$ cat src/rtl/param_processor_pkg.sv
// param_processor_pkg: opcodes, FSM state encoding and decode helpers shared by the processor and its ALU.
package param_processor_pkg;

    localparam logic [3:0] OP_MV  = 4'd0;
    localparam logic [3:0] OP_MVI = 4'd1;
    localparam logic [3:0] OP_ADD = 4'd2;
    localparam logic [3:0] OP_SUB = 4'd3;
    localparam logic [3:0] OP_OR  = 4'd4;
    localparam logic [3:0] OP_AND = 4'd5;
    localparam logic [3:0] OP_XOR = 4'd6;
    localparam logic [3:0] OP_NOT = 4'd7;
    localparam logic [3:0] OP_NEG = 4'd8;
    localparam logic [3:0] OP_SHL = 4'd9;
    localparam logic [3:0] OP_SHR = 4'd10;

    localparam logic [1:0] IDLE = 2'd0;
    localparam logic [1:0] T1   = 2'd1;
    localparam logic [1:0] T2   = 2'd2;
    localparam logic [1:0] T3   = 2'd3;

    function automatic logic is_binary(input logic [3:0] op);
        return op >= OP_ADD && op <= OP_XOR;
    endfunction

    function automatic logic is_legal(input logic [3:0] op);
        return op <= OP_SHR;
    endfunction

endpackage

$ cat src/rtl/param_processor_alu.sv
// param_processor_alu: combinational ALU; unary ops use a only, Z/C derived from the result.
module param_processor_alu
    import param_processor_pkg::*;
#(
    parameter int DATA_W = 16
) (
    input  logic [3:0]        op,
    input  logic [DATA_W-1:0] a,
    input  logic [DATA_W-1:0] b,
    output logic [DATA_W-1:0] result,
    output logic              z,
    output logic              c
);

    always_comb begin
        result = b;
        c      = 1'b0;
        case (op)
            OP_ADD:  {c, result} = {1'b0, a} + {1'b0, b};
            OP_SUB:  begin
                result = a - b;
                c      = a < b;
            end
            OP_OR:   result = a | b;
            OP_AND:  result = a & b;
            OP_XOR:  result = a ^ b;
            OP_NOT:  result = ~a;
            OP_NEG:  result = '0 - a;
            OP_SHL:  {c, result} = {a, 1'b0};
            OP_SHR:  {result, c} = {1'b0, a};
            default: result = b;
        endcase
    end

    assign z = result == '0;

endmodule

$ cat src/rtl/param_processor.sv
// param_processor: multi-cycle register-file processor with run/done/busy handshake,
// Z/C flags, illegal-opcode detection and a read-only register view port.
module param_processor
    import param_processor_pkg::*;
#(
    parameter int DATA_W = 16,
    parameter int NREGS = 8,
    localparam int REG_IDX_W = $clog2(NREGS)
) (
    input  logic                 clk,
    input  logic                 reset,
    input  logic                 run,
    input  logic [DATA_W-1:0]    dataIn,
    output logic                 done,
    output logic                 busy,
    output logic                 illegal,
    output logic [DATA_W-1:0]    bus,
    input  logic [REG_IDX_W-1:0] regSel,
    output logic [DATA_W-1:0]    regOut,
    output logic                 flagZ,
    output logic                 flagC
);

    logic [1:0]           state_q, state_d;
    logic [3:0]           op_q, op_d;
    logic [REG_IDX_W-1:0] x_q, x_d, y_q, y_d;
    logic [DATA_W-1:0]    a_q, a_d, g_q, g_d;
    logic                 zs_q, zs_d, cs_q, cs_d, z_q, z_d, c_q, c_d;
    logic [DATA_W-1:0]    r_q [NREGS];
    logic [DATA_W-1:0]    r_d [NREGS];
    logic [DATA_W-1:0]    alu_res;
    logic                 alu_z, alu_c;
    logic                 legal, bin, mov, unary, wr;

    assign legal = is_legal(op_q);
    assign bin   = is_binary(op_q);
    assign mov   = op_q <= OP_MVI;
    assign unary = legal && !bin && !mov;

    // ALU b always taps R[Y] directly so the unary T2 path (bus = alu) has no loop.
    param_processor_alu #(.DATA_W(DATA_W)) u_alu (
        .op     (op_q),
        .a      (a_q),
        .b      (r_q[y_q]),
        .result (alu_res),
        .z      (alu_z),
        .c      (alu_c)
    );

    assign bus = state_q == T3 ? g_q :
                 state_q == T2 ? (bin ? r_q[y_q] : alu_res) :
                 state_q == T1 && (op_q == OP_MV || unary) ? r_q[y_q] :
                 state_q == T1 && bin ? r_q[x_q] : dataIn;

    assign done    = (state_q == T1 && (mov || !legal)) || (state_q == T2 && !bin) || state_q == T3;
    assign wr      = (state_q == T1 && mov) || (state_q == T2 && !bin) || state_q == T3;
    assign illegal = state_q == T1 && !legal;
    assign busy    = state_q != IDLE;
    assign regOut  = r_q[regSel];
    assign flagZ   = z_q;
    assign flagC   = c_q;

    always_comb begin
        state_d = state_q == IDLE ? (run ? T1 : IDLE) :
                  state_q == T1   ? (legal && !mov ? T2 : IDLE) :
                  state_q == T2   ? (bin ? T3 : IDLE) : IDLE;
        op_d  = op_q;
        x_d   = x_q;
        y_d   = y_q;
        a_d   = a_q;
        g_d   = g_q;
        zs_d  = zs_q;
        cs_d  = cs_q;
        z_d   = z_q;
        c_d   = c_q;
        r_d   = r_q;
        if (state_q == IDLE && run) begin
            op_d = dataIn[DATA_W-1 -: 4];
            x_d  = dataIn[2*REG_IDX_W-1 -: REG_IDX_W];
            y_d  = dataIn[REG_IDX_W-1:0];
        end
        if (state_q == T1 && legal && !mov)
            a_d = bus;
        if (state_q == T2 && bin) begin
            g_d  = alu_res;
            zs_d = alu_z;
            cs_d = alu_c;
        end
        if (state_q == T2 && !bin) begin
            z_d = alu_z;
            c_d = alu_c;
        end
        if (state_q == T3) begin
            z_d = zs_q;
            c_d = cs_q;
        end
        if (wr)
            r_d[x_q] = bus;
    end

    always_ff @(posedge clk) begin
        if (reset) begin
            state_q <= IDLE;
            op_q    <= '0;
            x_q     <= '0;
            y_q     <= '0;
            a_q     <= '0;
            g_q     <= '0;
            zs_q    <= 1'b0;
            cs_q    <= 1'b0;
            z_q     <= 1'b0;
            c_q     <= 1'b0;
            r_q     <= '{default: '0};
        end else begin
            state_q <= state_d;
            op_q    <= op_d;
            x_q     <= x_d;
            y_q     <= y_d;
            a_q     <= a_d;
            g_q     <= g_d;
            zs_q    <= zs_d;
            cs_q    <= cs_d;
            z_q     <= z_d;
            c_q     <= c_d;
            r_q     <= r_d;
        end
    end

endmodule

$ cat config.mk
export PLATFORM = sky130hd
export DESIGN_NAME = param_processor
export DESIGN_NICKNAME = d
export VERILOG_FILES = /design/src/rtl/param_processor_pkg.sv /design/src/rtl/param_processor_alu.sv /design/src/rtl/param_processor.sv
export SDC_FILE = /design/constraint.sdc
export NUM_CORES = 1
export LEC_CHECK = 0
export ABC_AREA = 1
export BUFFER_PORTS_ARGS = -buffer_cell sky130_fd_sc_hd__clkbuf_2
export CAP_MARGIN = 20
export CORE_MARGIN = 1.5
export CORE_UTILIZATION = 64
export CTS_CLUSTER_DIAMETER = 150
export DETAILED_ROUTE_END_ITERATION = 16
export GPL_TIMING_DRIVEN = 0
export PLACE_DENSITY = 0.92
export SLEW_MARGIN = 40
export SYNTH_ARGS = -nofsm -noshare
export SYNTH_HDL_FRONTEND = slang
export SYNTH_HIERARCHICAL = 1
export SYNTH_SLANG_ARGS = --single-unit
$ cat constraint.sdc
create_clock -name clk -period 4.25 [get_ports clk]
set_input_delay 0.2125 -clock clk [delete_from_list [all_inputs] [get_ports clk]]
set_output_delay 0.2125 -clock clk [all_outputs]
set_load 0.05 [all_outputs]
==> impl_metrics.yaml, run 1 <==
die:
  io_pins: 59
  die_x_um: 158
  fp.dieH_um: 158
  start_util: 0.652
  fp-row-count: 56
synthesis:
  synth_area_sq_mm: 0.0154
  synthAdderAreaFrac: 0.0425
  muxShareOfSynthArea: 0
  synth-xor-area-share: 0.000570
  postSynthAreaPerCell_sq_um: 5.94
  synth_nets: 2657
  synth_flop_cell: "dfxtp_1"
  syn_inst: 2584
  synth_cell_types: 45
  synthArstFlopShare: 0
  ys_seq_elements: 176
  synth_top_family_by_area: "simple AND/OR/NAND/NOR gates"
  synth_edf_count: 0
  yosysSeqAreaShare: 0.229
  synth-simple-area-share: 0.358
  synth-compound-area-share: 0.242
  yosys_warnings: 6
outcome:
  haltStage: "global routing"
  stop_error: "[ERROR GRT-0232] Routing congestion too high. Check the congestion heatmap in the GUI."
  status: "stopped before the end"
clock_network:
  htree_levels: 4
  clockBufferDepth: 2
  cts_buffers: 17
  cts-root-buf: "clkbuf_16"
  cts.sinks: 176
sta:
  grt_worst_setup_endpoint: "bus[15]"
  worst-ep-kind: "output port"
placed_design:
  io_buffers: 58
  place_ws_ns: -0.396
  gp_congestion: 1.21
  dp_hpwl_um: 52200
global_routing:
  grt.total_usage: 0.659
  grt_max_degree: 19
  grt_overflow: 15
cells in the mapped netlist, types with 14 or more instances:
cell type,instances,area (sq um)
nand2_2,15,93.8
o21ai_0,180,901
buf_2,53,265
ha_1,49,613
buf_6,18,203
o211ai_1,36,270
buf_4,14,105
nand4_1,21,131
nand2_1,753,2830
nand2_4,26,293
nor2_1,256,961
a21oi_2,127,1110
a31oi_1,17,106
inv_1,275,1030
a21oi_1,113,566
clkbuf_1,60,225
inv_2,20,75.1
dfxtp_1,176,3520
nand3_1,182,911
o21ai_1,112,561
metrics by stage:
step | cell area (sq um) | util | std cells
floorplan | 15400 | - | 2584
global placement | 16000 | 0.682 | 2961
CTS | 17400 | 0.738 | 3043
detailed placement | 16000 | 0.682 | 2961
routing by layer:
metal,overflow,global-route usage
met1,0,0.706
met2,6,0.861
met3,0,0.424
met4,9,0.612
met5,0,0.0580
logic make-up after synthesis:
family | Yosys count
buffers and inverters | 452
xor gates and xnor gates | 1
and+or+nand+nor | 1293
AOI/OAI and AO/OA | 611
adders and majority gates | 51
DFF | 176
repair_timing:
item	in CTS
setup endpoints to repair	35
hold endpoints to repair	2
buffers inserted	49
pin swaps	24
hold buffers	1
gates resized for setup	100
==> run 2, diff against run 1 <==
Settings changed: CORE_UTILIZATION 64 to 40, CTS_CLUSTER_DIAMETER 150 to not set, PLACE_DENSITY 0.92 to not set, PLACE_DENSITY_LB_ADDON set to 0.15.
==> run 2 against run 1 <==
Net effect:
- synthesized cell count unchanged
- the flow now finishes without violations
- synthesized area unchanged
==> impl_metrics.yaml, run 2 <==
drt:
  drc: 0
  vias: 18600
  avgViaCountPerCell: 5.70
  drt_first_iter_violations: 1928
  drt-wirelength-per-cell_um: 24.2
  antenna_left: 0
  drtPass1Iterations: 6
  wirelength_um: 79000
setup_path:
  critPathKind: "reg -> reg"
  r2r_slack_ns: 0.02
  reg2reg_from: "y_q[0]"
  slowest_stage: "dfxtp_4"
  cp_max_fo: 10
  crit_end: "flagZ"
  reg2reg_to: "flagZ"
  crit_top_cell: "buf_4"
  r2r_cells: 31
  cp.required_ns: 4.65
  cpPeakStageDelay_ns: 0.37
  worst_setup_path_start_kind: "flop"
  endpoint_kind: "flop"
  crit_arrival_ns: 4.63
  crit_start: "y_q[0]"
sta:
  hold_viol_final: 0
  skew_ns: 0.0240
  relSlewSlack: 0.365
  finalCritPeriodShare: 0.995
  tightest_slew_ns: 0.953
  rsz0062_at_grt: "true"
  fmax_mhz: 236
  final-setup-viol-count: 0
  slew_violations: 0
  layout_min_cycle_time_ns: 4.23
  worst_hold_slack_ns: 0.0176
synthesis:
  synthArstFlopShare: 0
  synth_flop_cell: "dfxtp_1"
  synth_edf_count: 0
  synth_top_cell_area_share: 0.229
  synth.cells.most_frequent: "753 x nand2_1, 275 x inv_1, 256 x nor2_1"
  ys_seq_elements: 176
  synth_area_leaders: "dfxtp_1 23%, nand2_1 18%, a21oi_2 7.2%, inv_1 6.7%, nor2_1 6.3%"
  yosys.area.top_type: "dfxtp_1"
  synth_most_common_cell: "nand2_1"
  syn_inst: 2584
  synth_cell_types: 45
  yosysSeqAreaShare: 0.229
  postSynthAreaPerCell_sq_um: 5.94
  synth_nets: 2657
  synth_area_sq_mm: 0.0154
  yosys_warnings: 6
cells_and_area:
  top_regs: "r_q (128), a_q (16), g_q (16)"
  instances_no_fill: 3268
  mostFrequentLayoutCells: "699 x nand2_1, 237 x inv_1, 227 x nor2_1"
  layout-drive-gt1-share: 0.244
  fin_nets: 2819
  final_area_sq_mm: 0.0188
  largest_register: "r_q"
  diodes: 0
  largest_reg_flops: 128
  fill_cells: 3986
  area_growth_pct: 22.6
  mostFrequentLayoutCell: "nand2_1"
global_routing:
  grt.total_usage: 0.401
  grt_max_degree: 17
  antenna_found_initial: 1
  grt_pass1_vias: 17300
  grt_overflow: 0
  grt_first_pass_wirelength_um: 114000
die:
  io_pins: 59
  core_area_sq_mm: 0.0378
  fp.dieH_um: 199
  fp-row-count: 71
  start_util: 0.407
  die_x_um: 199
  dieArea_sq_mm: 0.0396
pwr:
  power.leakage_nw: 8.52
  power_density_mw_per_mm2: 361
  vdd_drop_max_mv: 0.313
clock_network:
  cts-root-buf: "clkbuf_16"
  cts.sinks: 176
  htree_levels: 4
  cts_tree: "yes"
  clockBufferDepth: 2
  clock_latency_ns: 0.48
  cts_buffers: 17
  path_clk_slew_ns: 0.07
job:
  maxCapViolations: 0
placed_design:
  gp_congestion: 1.06
  dp.cells: 3154
  dp_hpwl_um: 58700
  io_buffers: 58
  place_area_sq_mm: 0.0163
hold_path:
  min_path_type: "in -> reg"
outcome:
  status: "completed"
==> run 2: cell counts after synthesis <==
No cell type changed its count.
==> run 2: layout make-up <==
cell class / count / area [sq um] / share of cell area
repair buffers: 144 / 1060 / 0.0565
multi-input cells: 1956 / 10900 / 0.577
flip-flops and latches: 176 / 3530 / 0.187
plain buffers: 152 / 1030 / 0.0546
well taps: 511 / 639 / 0.0340
clock inverters: 10 / 105 / 0.00558
clock buffers: 20 / 447 / 0.0237
inverters: 299 / 1150 / 0.0613
==> run 2: timing repair <==
| action | CTS | global route |
|---|---|---|
| resized for setup | 194 | 204 |
| cloned | 1 | 2 |
| pin swaps | 58 | 106 |
| setup buffers | 44 | 37 |
| hold buffers | 1 | 0 |
| endpoints found under the setup margin | 155 | 54 |
| endpoints found under the hold margin | 3 | 0 |
==> run 2: worst min path at each step <==
stage	start	endpoint	slack, ns	cells after the start
after detailed placement	reset	state_q[0]	0.45	2
after global placement	reset	flagC	0.43	2
final	run	op_q[1]	0.02	3
after global routing	run	op_q[1]	0.01	3
after floorplan	reset	flagZ	0.28	1
after CTS	run	op_q[1]	0.02	3
==> run 2: cells by family after synthesis <==
family | synth area share
AO/OA/AOI/OAI | 0.242
XOR/XNOR | 0.000570
adder cells (fa/ha/maj) | 0.0425
buffers and inverters | 0.128
flip-flops | 0.229
AND/OR/NAND/NOR | 0.358
==> run 2: critical path: cells and delay by family, from the launching register on <==
kind / cells / cell delay, ns
buffers and inverters: 13 / 1.62
and+or+nand+nor: 14 / 1.39
AOI/OAI and AO/OA: 3 / 0.57
DFF: 1 / 0.37
adders and majority gates: 1 / 0.20
==> run 2: metal layers <==
metal,part of all wire,GRT usage
met4,0.095,0.359
met3,0.082,0.0985
met1,0.38,0.458
met5,0.00016,0
met2,0.44,0.621
==> run 2: per-stage QoR <==
| stage | utilization | setup WS [ns] | power [mW] | setup TNS [ns] |
|---|---|---|---|---|
| floorplan | - | 0.976 | 3.41 | 0 |
| global placement | 0.431 | -1.01 | 4.32 | -73.56 |
| detailed placement | 0.432 | -0.840 | 4.34 | -53.67 |
| CTS | 0.474 | -0.00958 | 6.31 | -0.00958 |
| global route | 0.499 | -0.0554 | 7.04 | -0.306 |
| finish | 0.499 | 0.0196 | 6.80 | 0 |
==> run 2: report_power, final <==
| group | internal [mW] | total [mW] | switching, mW | leakage, nW |
|---|---|---|---|---|
| clock | 0.823 | 1.55 | 0.731 | 0.265 |
| sequential | 1.71 | 1.80 | 0.0937 | 1.42 |
| combinational | 1.08 | 3.45 | 2.37 | 6.83 |
| total | 3.61 | 6.80 | 3.19 | 8.52 |
Note: power is estimated with default switching activity, not from simulation.
